[src/rtl/fb_pkg.sv]
// Shared framebuffer geometry, pixel type and block-writer state encoding.
package fb_pkg;

  localparam int unsigned H_RES      = 640;
  localparam int unsigned V_RES      = 480;
  localparam int unsigned BLOCK_SIZE = 16;
  localparam int unsigned FB_ADDR_W  = 19;
  localparam int unsigned COORD_W    = 11;

  typedef logic [15:0] rgb565_t;

  typedef enum logic [1:0] {
    IDLE  = 2'd0,
    WRITE = 2'd1,
    DONE  = 2'd2
  } fbw_state_t;

endpackage

[src/rtl/fb_raster_counter.sv]
// Row-major raster walker over a rectangle: col/row counters, a line-address
// accumulator (row stride added, never multiplied) and an on-screen flag.
module fb_raster_counter
  import fb_pkg::*;
(
  input  logic                 i_clk,
  input  logic                 i_rst,
  input  logic                 i_start,
  input  logic [COORD_W-1:0]   i_origin_x,
  input  logic [COORD_W-1:0]   i_origin_y,
  input  logic [COORD_W-1:0]   i_width,
  input  logic [COORD_W-1:0]   i_height,
  input  logic                 i_advance,
  output logic [FB_ADDR_W-1:0] o_addr,
  output logic                 o_last,
  output logic                 o_in_bounds
);

  localparam int unsigned PX_W = COORD_W + 1;

  logic [COORD_W-1:0]   r_org_x;
  logic [COORD_W-1:0]   r_org_y;
  logic [COORD_W-1:0]   r_width;
  logic [COORD_W-1:0]   r_height;
  logic [COORD_W-1:0]   r_col;
  logic [COORD_W-1:0]   r_row;
  logic [FB_ADDR_W-1:0] r_line_addr;

  logic                 w_col_last;
  logic                 w_row_last;
  logic [PX_W-1:0]      w_px;
  logic [PX_W-1:0]      w_py;
  logic [FB_ADDR_W-1:0] w_start_addr;

  assign w_col_last   = (r_col == r_width - COORD_W'(1));
  assign w_row_last   = (r_row == r_height - COORD_W'(1));
  assign w_px         = PX_W'(r_org_x) + PX_W'(r_col);
  assign w_py         = PX_W'(r_org_y) + PX_W'(r_row);
  // Only multiply in the design; H_RES is a constant so this folds to shift-and-add.
  assign w_start_addr = FB_ADDR_W'(i_origin_y) * FB_ADDR_W'(H_RES) + FB_ADDR_W'(i_origin_x);

  assign o_addr      = r_line_addr + FB_ADDR_W'(r_col);
  assign o_last      = w_col_last && w_row_last;
  assign o_in_bounds = (w_px < PX_W'(H_RES)) && (w_py < PX_W'(V_RES));

  always_ff @(posedge i_clk or posedge i_rst) begin
    if (i_rst) begin
      r_org_x     <= '0;
      r_org_y     <= '0;
      r_width     <= '0;
      r_height    <= '0;
      r_col       <= '0;
      r_row       <= '0;
      r_line_addr <= '0;
    end else if (i_start) begin
      r_org_x     <= i_origin_x;
      r_org_y     <= i_origin_y;
      r_width     <= i_width;
      r_height    <= i_height;
      r_col       <= '0;
      r_row       <= '0;
      r_line_addr <= w_start_addr;
    end else if (i_advance) begin
      if (w_col_last) begin
        r_col       <= '0;
        r_row       <= r_row + COORD_W'(1);
        r_line_addr <= r_line_addr + FB_ADDR_W'(H_RES);
      end else begin
        r_col <= r_col + COORD_W'(1);
      end
    end
  end

endmodule

[src/rtl/fb_block_writer.sv]
// Paints a Tetris cell or clears the screen by streaming RGB565 words with
// their framebuffer addresses into the SDRAM controller write FIFO.
module fb_block_writer
  import fb_pkg::*;
(
  input  logic                 i_clk,
  input  logic                 i_rst,
  input  logic                 i_cmd_valid,
  output logic                 o_cmd_ready,
  input  logic                 i_cmd_clear,
  input  logic [9:0]           i_cmd_x,
  input  logic [9:0]           i_cmd_y,
  input  logic [15:0]          i_cmd_color,
  input  logic                 i_wr_full,
  output logic                 o_wr_req,
  output logic [15:0]          o_wr_data,
  output logic [FB_ADDR_W-1:0] o_wr_addr,
  output logic                 o_busy,
  output logic                 o_done
);

  fbw_state_t         r_state;
  fbw_state_t         w_next;
  rgb565_t            r_color;

  logic               w_start;
  logic               w_advance;
  logic               w_last;
  logic               w_in_bounds;
  logic [COORD_W-1:0] w_org_x;
  logic [COORD_W-1:0] w_org_y;
  logic [COORD_W-1:0] w_width;
  logic [COORD_W-1:0] w_height;

  // A clear is just a full-screen rectangle anchored at the origin.
  always_comb begin
    w_org_x  = i_cmd_clear ? '0 : COORD_W'(i_cmd_x);
    w_org_y  = i_cmd_clear ? '0 : COORD_W'(i_cmd_y);
    w_width  = i_cmd_clear ? COORD_W'(H_RES) : COORD_W'(BLOCK_SIZE);
    w_height = i_cmd_clear ? COORD_W'(V_RES) : COORD_W'(BLOCK_SIZE);
  end

  always_ff @(posedge i_clk or posedge i_rst) begin
    if (i_rst) r_state <= IDLE;
    else       r_state <= w_next;
  end

  always_comb begin
    w_next = r_state;
    case (r_state)
      IDLE:    if (i_cmd_valid)           w_next = WRITE;
      WRITE:   if (!i_wr_full && w_last)  w_next = DONE;
      DONE:                               w_next = IDLE;
      default:                            w_next = IDLE;
    endcase
  end

  // Clipped pixels still consume an advance cycle, they just never strobe.
  always_comb begin
    o_cmd_ready = 1'b0;
    o_busy      = 1'b1;
    o_done      = 1'b0;
    o_wr_req    = 1'b0;
    w_start     = 1'b0;
    w_advance   = 1'b0;
    case (r_state)
      IDLE: begin
        o_cmd_ready = 1'b1;
        o_busy      = 1'b0;
        w_start     = i_cmd_valid;
      end
      WRITE: begin
        o_wr_req  = w_in_bounds && !i_wr_full;
        w_advance = !i_wr_full;
      end
      DONE:    o_done = 1'b1;
      default: o_busy = 1'b0;
    endcase
  end

  always_ff @(posedge i_clk or posedge i_rst) begin
    if (i_rst)        r_color <= '0;
    else if (w_start) r_color <= i_cmd_color;
  end

  assign o_wr_data = r_color;

  fb_raster_counter u_raster (
    .i_clk       (i_clk),
    .i_rst       (i_rst),
    .i_start     (w_start),
    .i_origin_x  (w_org_x),
    .i_origin_y  (w_org_y),
    .i_width     (w_width),
    .i_height    (w_height),
    .i_advance   (w_advance),
    .o_addr      (o_wr_addr),
    .o_last      (w_last),
    .o_in_bounds (w_in_bounds)
  );

endmodule

[config.mk]
export PLATFORM = sky130hd
export DESIGN_NAME = fb_block_writer
export DESIGN_NICKNAME = d
export VERILOG_FILES = /design/src/rtl/fb_pkg.sv /design/src/rtl/fb_raster_counter.sv /design/src/rtl/fb_block_writer.sv
export SDC_FILE = /design/constraint.sdc
export NUM_CORES = 1
export LEC_CHECK = 0
export CORE_MARGIN = 2
export CORE_UTILIZATION = 55
export CTS_CLUSTER_DIAMETER = 150
export DETAILED_ROUTE_END_ITERATION = 6
export PLACE_DENSITY = 0.8
export SYNTH_ARGS = -nofsm -noshare
export SYNTH_HDL_FRONTEND = slang
export SYNTH_SLANG_ARGS = --single-unit
[constraint.sdc]
create_clock -name i_clk -period 3.5 [get_ports i_clk]
set_input_delay 0.7 -clock i_clk [delete_from_list [all_inputs] [get_ports i_clk]]
set_output_delay 0.7 -clock i_clk [all_outputs]
set_load 0.05 [all_outputs]
==> metrics.cfg, run 1 <==
[finish]
most_common_cell_after_layout_fill_and_taps_aside = nand2_1
fillers = 764
fraction_of_layout_cells_with_a_size_suffix_above_1_pct = 15.44
flow.area_growth_from_synthesis_pct = 28.26
final_nets = 837
antennaDiodeCount = 0
leading_cell_types_in_the_layout_fill_and_taps_excluded = nand2_1, dfrtp_1, clkdlybuf4s50_1
finalCoreUtilization_pct = 71.93
final_cells = 881
postLayoutCellArea_um2 = 7326

[sta]
final.hold.worst_slack_ns = 0.4806
fin_setup_tns_ns = 0
final.min_clock_period_ns = 3.472
fin_worst_skew_ns = 0.01412
tightestPinTransition_ns = 0.5760
final.period_utilization_pct = 99.21
max_slew_margin_vs_limit_pct = 61.60
setup_viol = 0
timing.fmax_mhz = 288.0
timing.final.hold_violations = 0
grt_setup_unrepaired = yes
maxSlewViolCount = 0

[place]
globalplace.congestion = 0.9078
detailedPlacementHpwl_mm = 10.76
place.port_buffers = 79
post_dp_cell_area_um2 = 6999
placedCellCount = 865

[floorplan]
die-area_um2 = 11220
floorplan.core_area_um2 = 10180
floorplan.rows = 37
fp.dieW_um = 105.9
die_height_um = 105.9
start_util_pct = 56.08
floorplan.io_pins = 80

[detailed_routing]
totalWireLength_mm = 14.39
viasPerCell = 5.808
final_antenna_net_count = 0
drt_pass1_iterations = 4
drt_drc_violations_left = 0
drt-initial-drc-count = 342
routed-via-count = 5117
avgRoutedWirePerCell_um = 16.33

[logic_synthesis]
postSynthAreaPerCell_um2 = 9.095
synth-warning-count = 0
synthCells = 628
synth_nets = 724
synth.cell_area_um2 = 5712
synth.top_cells.by_area = dfrtp_1, ha_1, xnor2_1
number_of_distinct_library_cells_after_synthesis = 63
synthDominantCellAreaShare_pct = 35.49
netlist.top_cell.by_area = dfrtp_1
ys.flop_type = dfrtp_1
synth.ff_latch_count = 81
synth_seq_area_share_pct = 35.49
share_of_flip_flops_with_an_asynchronous_set_or_reset_pct = 100.0
synth-edff-count = 0

[clock_network]
cts_num_sinks = 81
cts_max_path_buffers = 2
clock_tree.root_cell = clkbuf_8
clk_latency_ns = 0.36
cts_made_buffers = 9
tritoncts = built
cts.hold.buffers_added = 0
worst_setup_hold_path_clk_slew_ns = 0.09
htree_num_levels = 3

[min_path]
holdCritStartpoint = o_wr_data[3]
min-delay-path-class = flop to flop
worst_hold_path.num_cells = 2
timing.hold.worst_endpoint = o_wr_data[3]

[setup_path]
rr_startpoint = u_raster.r_width[4]
worst_path_required_ns = 2.80
worstPathMaxFanout = 4
critical-path-max-stage-delay_ns = 0.50
timing.setup.critical_path_class = flop to output port
crit_path_top_delay_cell = a2111oi_4
critical_path_buf_inv_count = 1
worst-endpoint-arrival_ns = 2.77
critical_path.cell_chain = ha_1 > o21a_1 > or4_4 > a2111oi_4 > nor3_1 > xor2_1 > buf_12
start_kind = flop
timing.reg2reg.setup_slack_ns = 0.90
r2r_cells = 8
worst_setup_path_end_kind = output port
worst_path_dominant_cell_family = compound AO/OA/AOI/OAI gates
regToRegEndpoint = u_raster.r_row[10]

[grt]
number_of_antenna_violations_at_the_first_check_in_global_routing = 0
global_route_wire_length_before_repair_mm = 23.54
total_global_route_track_usage_pct = 25.97
grt_pass1_vias = 5022
maximum_number_of_pins_on_one_net_before_global_route_repair = 56
grt.overflow.total = 0

[pwr]
powerDensity_nw_per_um2 = 722.9
vdd_ir_drop_max_v = 0.0005406
p_leak_nw = 3.388

[status]
run_status = complete, no violations

[run]
maxCapViolations = 0

==> per-layer routing <==
layer,part of all wire [%],GRT usage [%]
met1,43,34.30
met2,52,44.84
met3,4.1,3.617
met4,1.2,7.143
met5,0,0
==> sequential cells by signal, summed over array words and instances (netlist names) <==
register / cells
o_wr_data: 16
r_state: 2
u_raster.r_col: 11
u_raster.r_line_addr: 19
u_raster.r_org_x: 10
u_raster.r_org_y: 10
u_raster.r_row: 11
u_raster.r_width: 2
==> through the flow <==
step	total power, mW	setup WS (ns)
3_3_place_gp	4.477	-0.1288
5_1_grt	5.599	-0.09239
4_1_cts	5.262	0.02357
2_1_floorplan	3.558	0.001084
6_report	5.296	0.02756
3_5_place_dp	4.575	-0.2316
==> cell usage after synthesis, types with 13 or more instances <==
cell type and number:
a21oi_1 23, inv_1 26, dfrtp_1 81, xnor2_1 45, ha_1 52, nand2_1 87
a22o_1 13, o21ai_0 29, nand3_1 19, nor2_1 49, nor3_1 20, xor2_1 19
clkbuf_1 15, nor2b_1 15
==> power by group <==
part / leakage, nW / switching (mW) / total [mW] / internal (mW)
registers: 1.05 / 0.280 / 1.56 / 1.28
logic: 2.24 / 1.84 / 3.06 / 1.22
clock network: 0.0961 / 0.350 / 0.676 / 0.326
total: 3.39 / 2.47 / 5.30 / 2.83
==> repair_timing <==
item	in CTS	in global routing
resized for setup	3	24
setup endpoints to repair	5	10
pin swaps	2	6
endpoints found under the hold margin	0	0
setup buffers	0	1
==> tightest hold or removal path: cells and delay by family, from the launching register on <==
family           cells  cell delay, ns
and+or+nand+nor      2            0.11
DFF                  1            0.34
==> how the worst max path moves through the flow <==
stage                                        from                        to  slack (ns)  depth (start not counted)
after floorplan                       i_cmd_clear  u_raster.r_line_addr[18]       0.001                         12
after global placement                i_cmd_clear  u_raster.r_line_addr[18]       -0.13                         12
after detailed placement              i_cmd_clear  u_raster.r_line_addr[18]       -0.23                         12
after CTS                 u_raster.r_line_addr[4]             o_wr_addr[18]        0.02                          7
after global routing      u_raster.r_line_addr[5]             o_wr_addr[18]       -0.09                          7
final                     u_raster.r_line_addr[5]             o_wr_addr[18]        0.03                          7
==> cell families (layout without fill, tap and decap cells) <==
group / Yosys count / after routing / synth area share (%)
xor gates and xnor gates: 64 / 64 / 9.814
and+or+nand+nor: 238 / 238 / 20.07
AOI/OAI and AO/OA: 133 / 133 / 16.58
DFF: 81 / 81 / 35.49
muxes: 13 / 13 / 2.475
adders and majority gates: 56 / 56 / 12.62
buffers and inverters: 43 / 160 / 2.957
==> final cells by class <==
type / count / area, um^2 / area share (%)
repair buffers: 119 / 1191 / 16.26
multi-input cells: 504 / 3652 / 49.85
inverters: 26 / 97.59 / 1.332
flip-flops and latches: 81 / 2029 / 27.70
well taps: 136 / 170.2 / 2.323
clock inverters: 5 / 57.56 / 0.7857
clock buffers: 10 / 127.6 / 1.742
Power figures use the tool's default switching activity.
==> run 2, diff against run 1 <==
--- a/config.mk
+++ b/config.mk
@@ -5,7 +5,6 @@
 export SDC_FILE = /design/constraint.sdc
 export NUM_CORES = 1
 export LEC_CHECK = 0
-export CORE_MARGIN = 2
 export CORE_UTILIZATION = 55
 export CTS_CLUSTER_DIAMETER = 150
 export DETAILED_ROUTE_END_ITERATION = 6
==> run 2 against run 1 <==
Net effect: combinational power about the same; sequential power about the same; worst hold slack better by 0.0019 ns; design area up 0.99%; wire length about the same; via count down 0.47%; core utilization up 2.7 points; cell count up 0.11%; sequential share of layout area down 0.27 points; first-iteration DRC count down 11%; critical endpoint is now o_wr_addr[12]; largest power group unchanged.
==> metrics.cfg, run 2 (same netlist as run 1, synthesis figures left out) <==
[sta]
fin_worst_skew_ns = 0.01104  ; was 0.01412 ns
maxSlewViolCount = 0  ; unchanged
final.min_clock_period_ns = 3.489  ; was 3.472 ns
timing.fmax_mhz = 286.6  ; was 288.0 MHz
final.hold.worst_slack_ns = 0.4825  ; was 0.4806 ns
max_slew_margin_vs_limit_pct = 51.51  ; was 61.60%
tightestPinTransition_ns = 0.7265  ; was 0.5760 ns
grt_setup_unrepaired = yes  ; unchanged
timing.final.ws_setup_ns = 0.01136  ; was 0.02756 ns
timing.final.hold_violations = 0  ; unchanged
fin_setup_tns_ns = 0  ; unchanged
setup_viol = 0  ; unchanged
final.period_utilization_pct = 99.68  ; was 99.21%

[grt]
grt_use_met1_pct = 35.23  ; was 34.30%
maximum_number_of_pins_on_one_net_before_global_route_repair = 43  ; was 56
grt_pass1_vias = 5034  ; was 5022
grt_util_met3_pct = 5.514  ; was 3.617%
total_global_route_track_usage_pct = 27.37  ; was 25.97%
top_usage_layer = met2  ; unchanged
number_of_antenna_violations_at_the_first_check_in_global_routing = 0  ; unchanged
grt.overflow.total = 0  ; unchanged
met2_usage_pct = 45.95  ; was 44.84%
global_route_wire_length_before_repair_mm = 23.93  ; was 23.54 mm

[clock_network]
worst_setup_hold_path_clk_slew_ns = 0.08  ; was 0.09 ns
clock_tree.root_cell = clkbuf_8  ; unchanged
cts_max_path_buffers = 2  ; unchanged
cts_num_sinks = 81  ; unchanged
tritoncts = built  ; unchanged
clk_latency_ns = 0.37  ; was 0.36 ns
cts_made_buffers = 9  ; unchanged
htree_num_levels = 3  ; unchanged

[finish]
fraction_of_layout_cells_with_a_size_suffix_above_1_pct = 16.29  ; was 15.44%
most_common_cell_after_layout_fill_and_taps_aside = nand2_1  ; unchanged
final_nets = 840  ; was 837
regMostFlops = u_raster.r_line_addr  ; unchanged
fillers = 731  ; was 764
flow.area_growth_from_synthesis_pct = 29.53  ; was 28.26%
multi_input_comb_area_um2 = 3669  ; was 3652 um^2
leading_cell_types_in_the_layout_fill_and_taps_excluded = nand2_1, dfrtp_1, clkdlybuf4s50_1  ; unchanged
final_cells = 882  ; was 881
largest_register_ffs = 19  ; unchanged
seqCellArea_um2 = 2029  ; unchanged
antennaDiodeCount = 0  ; unchanged

[setup_path]
start_kind = flop  ; unchanged
critical_path.startpoint = u_raster.r_col[6]  ; was u_raster.r_line_addr[5]
rr_startpoint = u_raster.r_width[4]  ; unchanged
timing.setup.critical_path_class = flop to output port  ; unchanged
r2r_cells = 8  ; unchanged
timing.reg2reg.setup_slack_ns = 0.91  ; was 0.90 ns
worst-endpoint-arrival_ns = 2.79  ; was 2.77 ns
worstPathMaxFanout = 6  ; was 4
worst_path_required_ns = 2.80  ; about the same
worst_setup_path_end_kind = output port  ; unchanged

[floorplan]
fp.dieW_um = 103.9  ; was 105.9 um
die-area_um2 = 10800  ; was 11220 um^2
die_height_um = 103.9  ; was 105.9 um
floorplan.rows = 36  ; was 37
start_util_pct = 57.64  ; was 56.08%
floorplan.core_area_um2 = 9910  ; was 10180 um^2
floorplan.io_pins = 80  ; unchanged

[place]
detailedPlacementHpwl_mm = 10.81  ; was 10.76 mm
place.port_buffers = 79  ; unchanged
detailedPlace.worstSlack_ns = -0.1831  ; was -0.2316 ns
globalplace.congestion = 0.8443  ; was 0.9078
placedCellCount = 860  ; was 865

[detailed_routing]
routed-via-count = 5093  ; was 5117
drt_pass1_iterations = 4  ; unchanged
totalWireLength_mm = 14.39  ; about the same
final_antenna_net_count = 0  ; unchanged
avgRoutedWirePerCell_um = 16.31  ; was 16.33 um
viasPerCell = 5.774  ; was 5.808
drt_drc_violations_left = 0  ; unchanged
drt-initial-drc-count = 304  ; was 342

[min_path]
holdCritStartpoint = o_wr_data[10]  ; was o_wr_data[3]
min-delay-path-class = flop to flop  ; unchanged
worst_hold_path.num_cells = 2  ; unchanged

[pwr]
powerDensity_nw_per_um2 = 730.5  ; was 722.9 nW/um^2
p_leak_nw = 3.397  ; was 3.388 nW
finalPower_mw = 5.404  ; was 5.296 mW
vdd_ir_drop_max_v = 0.0005337  ; was 0.0005406 V

[status]
run_status = complete, no violations  ; unchanged

[run]
maxCapViolations = 0  ; unchanged

==> run 2: area by class of cell <==
| class | count | area share, % |
|---|---|---|
| sequential | 81 | 27.43 |
| timing repair buffer | 122 | 16.54 |
| clock inverter | 6 | 0.9978 |
| inverter | 26 | 1.336 |
| tap | 133 | 2.249 |
| multi-input combinational | 504 | 49.59 |
| clock buffer | 10 | 1.860 |
==> run 2: worst paths after layout <==
kind	end
max	o_wr_addr[12]
min	o_wr_data[10]
max reg2reg	u_raster.r_row[10]
min reg2reg	o_wr_data[10]
max in group asynchronous	u_raster.r_col[3]
min in group asynchronous	u_raster.r_row[8]
==> run 2: power by group <==
part	total (mW)	switching [mW]	leakage, nW	internal (mW)
logic	3.09	1.85	2.24	1.24
clock network	0.741	0.384	0.101	0.358
registers	1.58	0.299	1.05	1.28
total	5.40	2.53	3.40	2.87
==> run 2: worst max-delay path, stage by stage (launching register included) <==
cell and delay, ns:
dfrtp_1 0.47, ha_1 0.30, or4_4 0.59, a2111oi_4 0.36, buf_4 0.21, nor3_1 0.06
xor2_1 0.26, buf_12 0.17
==> run 2: through the flow <==
step / utilization (%) / cell area (um^2)
final: 74.66 / 7398
after global routing: 74.66 / 7398
after CTS: 73.12 / 7246
after detailed placement: 70.58 / 6994
after global placement: 70.58 / 6994
after floorplan: - / 5723
==> run 2: layer usage <==
metal	vias to the layer above	wire (um)
li1	2455	-
met1	2480	6145
met2	137	7376
met3	21	630
met4	0	233
met5	-	0
==> run 2: timing repair <==
item | 4_1_cts | 5_1_grt
resized for setup | 12 | 21
pin swaps | 2 | 12
setup buffers | 0 | 6
hold buffers | 0 | 0
setup endpoints to repair | 8 | 8
